File: src/rtl/icache.sv
// Direct-mapped instruction cache: 2^INDEX_BITS lines of 16 B, one memory request per line refill.
// Optional hit/miss statistics counters are built when ICACHE_STAT_EN is defined.
module icache #(
   parameter int INDEX_BITS = 4
) (
   input  logic         clk,
   input  logic         rst,
   input  logic         rdy,
   input  logic         rollback,
   input  logic         if_en,
   input  logic [31:0]  if_pc,
   output logic         if_done,
   output logic [31:0]  if_data,
   output logic         mc_en,
   output logic [31:0]  mc_pc,
   input  logic         mc_done,
   input  logic [127:0] mc_data
`ifdef ICACHE_STAT_EN
   ,
   output logic [31:0]  hit_cnt,
   output logic [31:0]  miss_cnt
`endif
);

   localparam int LINES = 1 << INDEX_BITS;
   localparam int TAG_W = 28 - INDEX_BITS;

   typedef enum logic [1:0] {
      S_IDLE   = 2'd0,
      S_REFILL = 2'd1,
      S_RESP   = 2'd2
   } state_t;

   function automatic logic [31:0] sel_word(input logic [127:0] line, input logic [1:0] w);
      case (w)
         2'd0:    sel_word = line[31:0];
         2'd1:    sel_word = line[63:32];
         2'd2:    sel_word = line[95:64];
         default: sel_word = line[127:96];
      endcase
   endfunction

   state_t              r_state, w_state_nxt;
   logic                r_cancel, w_cancel_nxt;
   logic [31:2]         r_req_pc, w_req_pc_nxt;
   logic                w_if_done_nxt;
   logic [31:0]         w_if_data_nxt;
   logic                w_mc_en_nxt;
   logic [31:0]         w_mc_pc_nxt;

   logic [LINES-1:0]    r_valid;
   logic [TAG_W-1:0]    r_tag  [LINES];
   logic [127:0]        r_data [LINES];

   logic [INDEX_BITS-1:0] w_pc_idx;
   logic [TAG_W-1:0]      w_pc_tag;
   logic [INDEX_BITS-1:0] w_req_idx;
   logic                  w_accept;
   logic                  w_hit;
   logic                  w_fill;
   logic                  w_unused;

   assign w_pc_idx  = if_pc[3+INDEX_BITS:4];
   assign w_pc_tag  = if_pc[31:4+INDEX_BITS];
   assign w_req_idx = r_req_pc[3+INDEX_BITS:4];
   assign w_accept  = (r_state == S_IDLE) && if_en && !if_done && !rollback;
   assign w_hit     = r_valid[w_pc_idx] && (r_tag[w_pc_idx] == w_pc_tag);
   assign w_fill    = (r_state == S_REFILL) && mc_done;
   // Fetch addresses are word aligned; the byte offset carries no information.
   assign w_unused  = &{1'b0, if_pc[1:0]};

   // Next-state and next-output logic.
   always_comb begin
      w_state_nxt   = r_state;
      w_cancel_nxt  = r_cancel;
      w_req_pc_nxt  = r_req_pc;
      w_if_done_nxt = 1'b0;
      w_if_data_nxt = if_data;
      w_mc_en_nxt   = mc_en;
      w_mc_pc_nxt   = mc_pc;
      case (r_state)
         S_IDLE: begin
            if (w_accept) begin
               w_req_pc_nxt = if_pc[31:2];
               if (w_hit) begin
                  w_if_done_nxt = 1'b1;
                  w_if_data_nxt = sel_word(r_data[w_pc_idx], if_pc[3:2]);
               end else begin
                  w_state_nxt = S_REFILL;
                  w_mc_en_nxt = 1'b1;
                  w_mc_pc_nxt = {if_pc[31:4], 4'b0000};
               end
            end else begin
               w_state_nxt = S_IDLE;
            end
         end
         S_REFILL: begin
            if (rollback) begin
               w_cancel_nxt = 1'b1;
            end else begin
               w_cancel_nxt = r_cancel;
            end
            if (mc_done) begin
               w_mc_en_nxt = 1'b0;
               w_state_nxt = S_RESP;
            end else begin
               w_state_nxt = S_REFILL;
            end
         end
         S_RESP: begin
            // A rollback arriving this cycle also kills the response about to fire.
            if (!r_cancel && !rollback) begin
               w_if_done_nxt = 1'b1;
               w_if_data_nxt = sel_word(r_data[w_req_idx], r_req_pc[3:2]);
            end else begin
               w_if_done_nxt = 1'b0;
            end
            w_cancel_nxt = 1'b0;
            w_state_nxt  = S_IDLE;
         end
         default: begin
            w_state_nxt  = S_IDLE;
            w_cancel_nxt = 1'b0;
         end
      endcase
   end

   // Control state and registered outputs; everything holds while rdy is low.
   always_ff @(posedge clk or posedge rst) begin
      if (rst) begin
         r_state  <= S_IDLE;
         r_cancel <= 1'b0;
         r_req_pc <= 30'd0;
         if_done  <= 1'b0;
         if_data  <= 32'd0;
         mc_en    <= 1'b0;
         mc_pc    <= 32'd0;
      end else if (rdy) begin
         r_state  <= w_state_nxt;
         r_cancel <= w_cancel_nxt;
         r_req_pc <= w_req_pc_nxt;
         if_done  <= w_if_done_nxt;
         if_data  <= w_if_data_nxt;
         mc_en    <= w_mc_en_nxt;
         mc_pc    <= w_mc_pc_nxt;
      end
   end

   // Line valid bits; reset invalidates the whole cache.
   always_ff @(posedge clk or posedge rst) begin
      if (rst) begin
         r_valid <= '0;
      end else if (rdy && w_fill) begin
         r_valid[w_req_idx] <= 1'b1;
      end
   end

   // Tag and data arrays, written on refill completion.
   always_ff @(posedge clk) begin
      if (rdy && w_fill) begin
         r_tag[w_req_idx]  <= r_req_pc[31:4+INDEX_BITS];
         r_data[w_req_idx] <= mc_data;
      end
   end

`ifdef ICACHE_STAT_EN
   // Hit/miss counters over accepted requests only.
   always_ff @(posedge clk or posedge rst) begin
      if (rst) begin
         hit_cnt  <= 32'd0;
         miss_cnt <= 32'd0;
      end else if (rdy && w_accept) begin
         if (w_hit) begin
            hit_cnt <= hit_cnt + 32'd1;
         end else begin
            miss_cnt <= miss_cnt + 32'd1;
         end
      end
   end
`endif

endmodule

File: config.mk
export PLATFORM = sky130hd
export DESIGN_NAME = icache
export DESIGN_NICKNAME = d
export VERILOG_FILES = /design/src/rtl/icache.sv
export SDC_FILE = /design/constraint.sdc
export NUM_CORES = 2
export LEC_CHECK = 0
export BUFFER_PORTS_ARGS = -buffer_cell sky130_fd_sc_hd__clkbuf_2
export CAP_MARGIN = 40
export CORE_AREA = 3 3 663 500
export DETAILED_ROUTE_END_ITERATION = 12
export DIE_AREA = 0 0 666 503
export REMOVE_ABC_BUFFERS = 1
export SLEW_MARGIN = 0
export SYNTH_ARGS = -nofsm -noshare
export SYNTH_HDL_FRONTEND = slang
export SYNTH_SLANG_ARGS = --single-unit
File: constraint.sdc
create_clock -name clk -period 9 [get_ports clk]
set_input_delay 1.35 -clock clk [delete_from_list [all_inputs] [get_ports clk]]
set_output_delay 1.35 -clock clk [all_outputs]
set_load 0.005 [all_outputs]
* Word level (Yosys, flattened, before mapping) *
Memory sizes are Yosys's and may differ from the RTL's.
Cells that the tools add are included.

operators by class
  equality and inequality tests = 14
  $lt $le $gt $ge = 3
  reduce and logical (&&, ||, !) cells = 22
  bitwise logic cells = 3
  multiplexer cells = 26

operator list
  operator              number
  $pmux W32 S3          2
  $mux W32              3
  $pmux W32 S2          1
  $eq A24 B24 Y1        1
  $or A16 B16 Y16       1
  $ne A2 B2 Y1 const B  6
  $mux W1               11
  $lt A4 B5 Y1 const B  2
  $reduce_and A5 Y1     2
  $logic_and A1 B1 Y1   8
  $eq A2 B1 Y1 const B  3
  $eq A2 B2 Y1 const B  3
  $logic_not A2 Y1      3
  $mux W2               3
  $pmux W1 S2           3
  $reduce_and A3 Y1     2
  $bmux W1 S4           1
  $demux W1 S4          1
  $ge A4 B1 Y1 const B  1
  $pmux W2 S2           1
  $reduce_and A4 Y1     1
  $reduce_bool A2 Y1    2
  $logic_not A1 Y1      3
  $ne A3 B3 Y1 const B  1
  2 further kinds       3

storage, ports and cells
  bits in registers = 111
  output and inout port bits = 66
  memory bits (writable) = 2432
  word-level logic and storage cells = 78
  memories kept = 2
  bits of input ports = 166

memories
  name    words  bits a word  rd ports  clocked after memory_dff  wr ports  RTL line  text
  r_data  16     128          2         0                         1         53        logic [127:0] r_data [LINES];
  r_tag   16     24           1         0                         1         52        logic [TAG_W-1:0] r_tag [LINES];

* Logic depth before layout (Yosys ltp) *
  depth in word-level cells = 6
  mapped depth = 18
  depth with buffers taken out = 9

* Worst setup path after synthesis *
OpenSTA, ideal clock, no wires.

  path type = reg2reg
  start point = register r_req_pc[6] in the netlist's numbering
  end point = register r_valid[7]
  cell stages (with the launch flop) = 9
  setup time = 0.106 ns
  clock period less this slack = 9.250 ns
  setup slack = -0.250 ns
  path buffers = 5
  required time = 8.894 ns
  arrival = 9.145 ns
  path through = dfrtp_1 buf_2 buf_1 buf_1 clkbuf_1 clkbuf_1 nand2b_1 nor2_1 or2_2

between the ends
  cells in the longest elaborated chain, start to end = 5
  elaborated cells between the ends (all ways) = 6
  those cells by class = order compare: 2; mux: 2; bitwise: 1; reduce/logical: 1

ends and longest elaborated chain
  what                                                                RTL line  text
  start: declaration                                                  45        logic [31:2] r_req_pc, w_req_pc_nxt;
  start signal: assignment                                            141       r_req_pc <= w_req_pc_nxt;
  $lt A4 B5 Y1 (not written as such) or $ge A4 B1 Y1 (tied branches)  154       r_valid[w_req_idx] <= 1'b1;
  $logic_and A1 B1 Y1 (not written as such)                           154
  $mux W1 (not written as such)                                       154
  $demux W1 S4 *                                                      154
  $or A16 B16 Y16 (no source line) *                                  --
  end signal: assignment                                              152       r_valid <= '0;
  end signal: indexed assignment                                      154
  end: declaration                                                    51        logic [LINES-1:0] r_valid;

Mark *: on every way between the ends. The rest lies on a longest branch, timed or not.
A chain may end at the register's enable or synchronous reset.

* Worst setup path in the final report *
  start point = input if_pc[5]
  end point = register if_data[22]

between the ends
  cells in the longest elaborated chain, start to end = 5
  elaborated cells between the ends (all ways) = 12
  those cells by class = eq/ne: 2; mux: 6; reduce/logical: 2; memory: 2

ends and longest elaborated chain
  what                                                                RTL line  text
  start: declaration                                                  11        input logic [31:0] if_pc,
  $mem_v2 Z16 W24 (tied with other cells)                             --
  $eq A24 B24 Y1 (tied with other cells)                              67        assign w_hit = r_valid[w_pc_idx] && (r_tag[w_pc_idx] == w_pc_tag);
  $logic_and A1 B1 Y1 or $mux W32 (tied branches)                     67, 85
  $ne A2 B2 Y1 (no source line) or $mux W32 (tied branches)           --
  $reduce_and A5 Y1 (no source line) or $pmux W32 S2 (tied branches)  --
  end signal: assignment                                              143       if_data <= w_if_data_nxt;
  end: declaration                                                    13        output logic [31:0] if_data,

Parallel ways exist; a longest one is shown, timed or not. The select of a mux whose other input is x is not followed.

==> summary.txt <==
Outcome
  – Status: finished clean

Global route
  – Vias in the first global route: roughly 63000
  – Antenna violations before repair: 73
  – First-pass GRT wire length: 488 mm
  – Tot GR Track Use: 20.4%
  – Grt total ovfl: 0
  – Largest net degree at the start of global routing: 118

Logic synthesis
  – Post-synth EDFFs: ~2400
  – Flop and latch count out of synthesis: 2543
  – Sequential area share after synthesis: 66.7%
  – Post-synthesis cell count: between 5000 and 6000
  – Area share of the largest cell type after synthesis: around 64%
  – Async set or reset register ratio after synthesis: under 10%
  – Most used DFF post-synth: edfxtp_1
  – Netlist cell types: between 60 and 70
  – Yosys warnings: 0
  – Area contributors post-synth: edfxtp_1 (64%), mux4_2 (22%), mux2i_1 (3.1%), dfrtp_1 (2.4%), mux2_2 (1.5%)
  – Area leader, netlist: edfxtp_1
  – Synth Cell Area: 114000 µm²
  – Syn Area/Cell: around 21 µm²

Placement
  – DP Wirelength: 188 mm
  – Routability cong.: between 0.7 and 0.8
  – Port Buffer Count: roughly 230
  – Post-DP Area: between 100000 and 150000 µm²

Pwr
  – PD cells: between 200 and 250 nW/µm²
  – Peak VDD IR: 0.000167 V
  – Overall Power: 30300 µW
  – Static Leakage: a little over 0.04 µW
  – Switching share of total power: 27.3%
  – Internal Pwr Total: around 22000 µW
  – Switch Pwr: slightly above 8000 µW
  – Clock power share: between 30% and 40%
  – Comb pwr share: a little over 20%
  – Sequential share of power: between 40% and 50%

Clock tree
  – CTS sink count: ~2500
  – CTS H-Tree Depth: 4
  – Root Driver: clkbuf_16
  – Skew-Pair Late Insertion Delay: ~0.94 ns
  – Post-CTS sizing: 0
  – TritonCTS clock tree: done
  – Clk buf depth: 4
  – Hold bufs inserted after CTS: 0
  – Clk pin slew, worst setup/hold paths: approximately 0.060 ns
  – Postcts setup bufs: 0
  – CTS buffer count: 245

Worst setup path
  – Crit-path leading delay family: simple AND/OR/NAND/NOR gates
  – R2R cell count: 10
  – Slowest cell delay on critical path: 0.62 ns
  – Critical path endpoint category: register
  – Largest fanout on the critical path: 45
  – Worst EP arrival: ~6.3 ns
  – WP buf/inv: 3
  – Crit-path cells: buf_8, buf_4, mux4_2, mux2i_1, xnor2_1, o32ai_1, or4b_1, nor4_1, nand4_1, o32ai_4, buf_12, mux2_2
  – Startpoint class of the critical path: primary input
  – Crit-path slowest cell: o32ai_4
  – Worst Path Required: ~10 ns
  – Stages on the worst setup path: 12
  – WS Path Type: primary input to register

Floorplanning
  – Die area: 335000 µm²
  – Starting Density: a little over a third
  – Core area: between 300000 and 400000 µm²
  – Die Y-Extent: just over 500 µm
  – Number of top-level pins: about 230
  – Chip Width: 666 µm
  – Core Rows: 181

Min path
  – Hold Crit Class: primary input to async pin

Route
  – DRC errors left: 0
  – Antenna viol nets, final: 0
  – Detailed-route vias per instance: roughly 6.1
  – Pre-Repair DR Iteration Count: 6
  – Vias: around 63000
  – DRT Wirelength: approximately 350 mm
  – 1st-iter DRT viols: approximately 7800
  – Wire per inst: roughly 34 µm

Timing
  – Clk_skew: 0.0585 ns
  – Crit path time final: between 5 and 6 ns
  – Fmax: roughly 0.18 GHz
  – Max_slew headroom: between 20% and 30%
  – Final setup violation count: 0
  – Unrepaired setup endpoints after global routing: false
  – Max-slew violation count: 0
  – Fin. Hold Viols: 0
  – Final period util: around three fifths
  – Actual slew at the worst max-slew pin: 1.09 ns
  – Setup_tns: 0 ns

Cells and area
  – Most common cell after layout, fill and taps aside: edfxtp_1
  – Leading cell types in the layout, fill and taps excluded: edfxtp_1 (2432), mux4_2 (1103), mux2i_1 (349)
  – Layout cells sized above 1: 34.8%
  – Final core occ: between 30% and 40%
  – Nets: a little under 6000
  – Final Instance Area: around 130000 µm²
  – Synthesis-to-finish area growth: 13.2%

Flow run
  – Max Cap Viol: 0
## logic make-up (layout without fill, tap and decap cells)
| logic type | Yosys count | after routing | share of synthesized area (%) |
|---|---|---|---|
| AO/OA/AOI/OAI | 557 | 557 | 3.34 |
| XOR/XNOR | 30 | 30 | 0.231 |
| buffers and inverters | 421 | 865 | 1.76 |
| flip-flops | 2543 | 2543 | 66.7 |
| multiplexers | 1600 | 1600 | 26.4 |
| other | 1 | 31 | 0.00330 |
| AND/OR/NAND/NOR | 368 | 368 | 1.57 |
## metrics by stage
| step | hold slack, ns | worst slack, ns | cells |
|---|---|---|---|
| after floorplan | 0.434 | -16.27 | 5110 |
| after global placement | 0.446 | 2.54 | 9792 |
| after detailed placement | 0.448 | 2.52 | 9823 |
| after CTS | 0.300 | 3.48 | 10266 |
| after global routing | 0.321 | 3.38 | 10281 |
| final | 0.358 | 3.46 | 10294 |
## cell usage after synthesis, types with 12 or more instances
master,count
nor3_1,20
buf_2,130
nor2_1,65
buf_4,49
a211oi_1,30
clkbuf_1,151
or4_1,12
o211ai_1,45
dfrtp_1,111
o21ai_0,108
a22oi_1,107
edfxtp_1,2432
o221ai_1,28
buf_1,73
mux4_2,1103
nand3_1,53
mux2_2,147
or2_2,21
o22ai_1,85
a221oi_1,13
nor2b_1,17
a22o_1,12
mux2i_1,349
nand2_1,120
nand2b_1,25
a21oi_1,61
xor2_1,19
## worst reg2reg max path, cell delays in order, from the launching register on
cell	delay, ns
dfrtp_4	0.87
buf_12	0.64
buf_4	0.51
buf_16	0.30
buf_4	0.50
buf_12	0.29
mux4_2	0.57
mux4_2	0.49
o22ai_1	0.14
o22ai_1	0.12
mux2_2	0.27
## cell type report
class | instances | area [µm²]
fillers | 28753 | 196000
flip-flops and latches | 2543 | 75800
multi-input cells | 2559 | 36100
clock buffers | 320 | 6560
well taps | 4300 | 5380
repair buffers | 414 | 3460
clock inverters | 123 | 1240
diodes | 27 | 67.6
inverters | 8 | 40.0
## layer usage
layer  vias to the layer above  wire length [µm]  GRT usage [%]
met2                      3195            164000           32.0
met4                        22              7070           5.20
met1                     34393            143000           28.8
li1                      24465                 -              -
met5                         -               151              0
met3                       477             32100           4.39
## state kept, by name (all words and copies together), names as in the netlist
signal    flops
r_state       2
r_valid      16
r_req_pc     30
mc_en         1
if_data      32
mc_pc        28
if_done       1
r_tag       384
r_data     2048
r_cancel      1
## power by group through the flow
stage	Sequential (µW)	Combinational (µW)	Clock, µW
5_1_grt	14000	6490	10900
4_1_cts	13900	6170	10500
3_5_place_dp	14200	6160	0
6_report	13900	6130	10300
2_1_floorplan	14600	5560	0
3_3_place_gp	14100	6030	0
## final timing paths
| kind | from | end | slack (ns) |
|---|---|---|---|
| max in group asynchronous | rst | r_req_pc[9]$_DFFE_PP0P_ | 7.17 |
| min in group clk | r_valid[12]$_DFFE_PP0P_ | r_valid[12]$_DFFE_PP0P_ | 0.46 |
| setup reg to reg | r_req_pc[4]$_DFFE_PP0P_ | if_data[12]$_DFFE_PP0P_ | 4.18 |
| hold / removal | rst | if_data[25]$_DFFE_PP0P_ | 0.36 |
| setup / recovery | if_pc[5] | if_data[22]$_DFFE_PP0P_ | 3.46 |
| hold reg to reg | r_valid[12]$_DFFE_PP0P_ | r_valid[12]$_DFFE_PP0P_ | 0.46 |
Note: power is estimated with default switching activity, not from simulation.
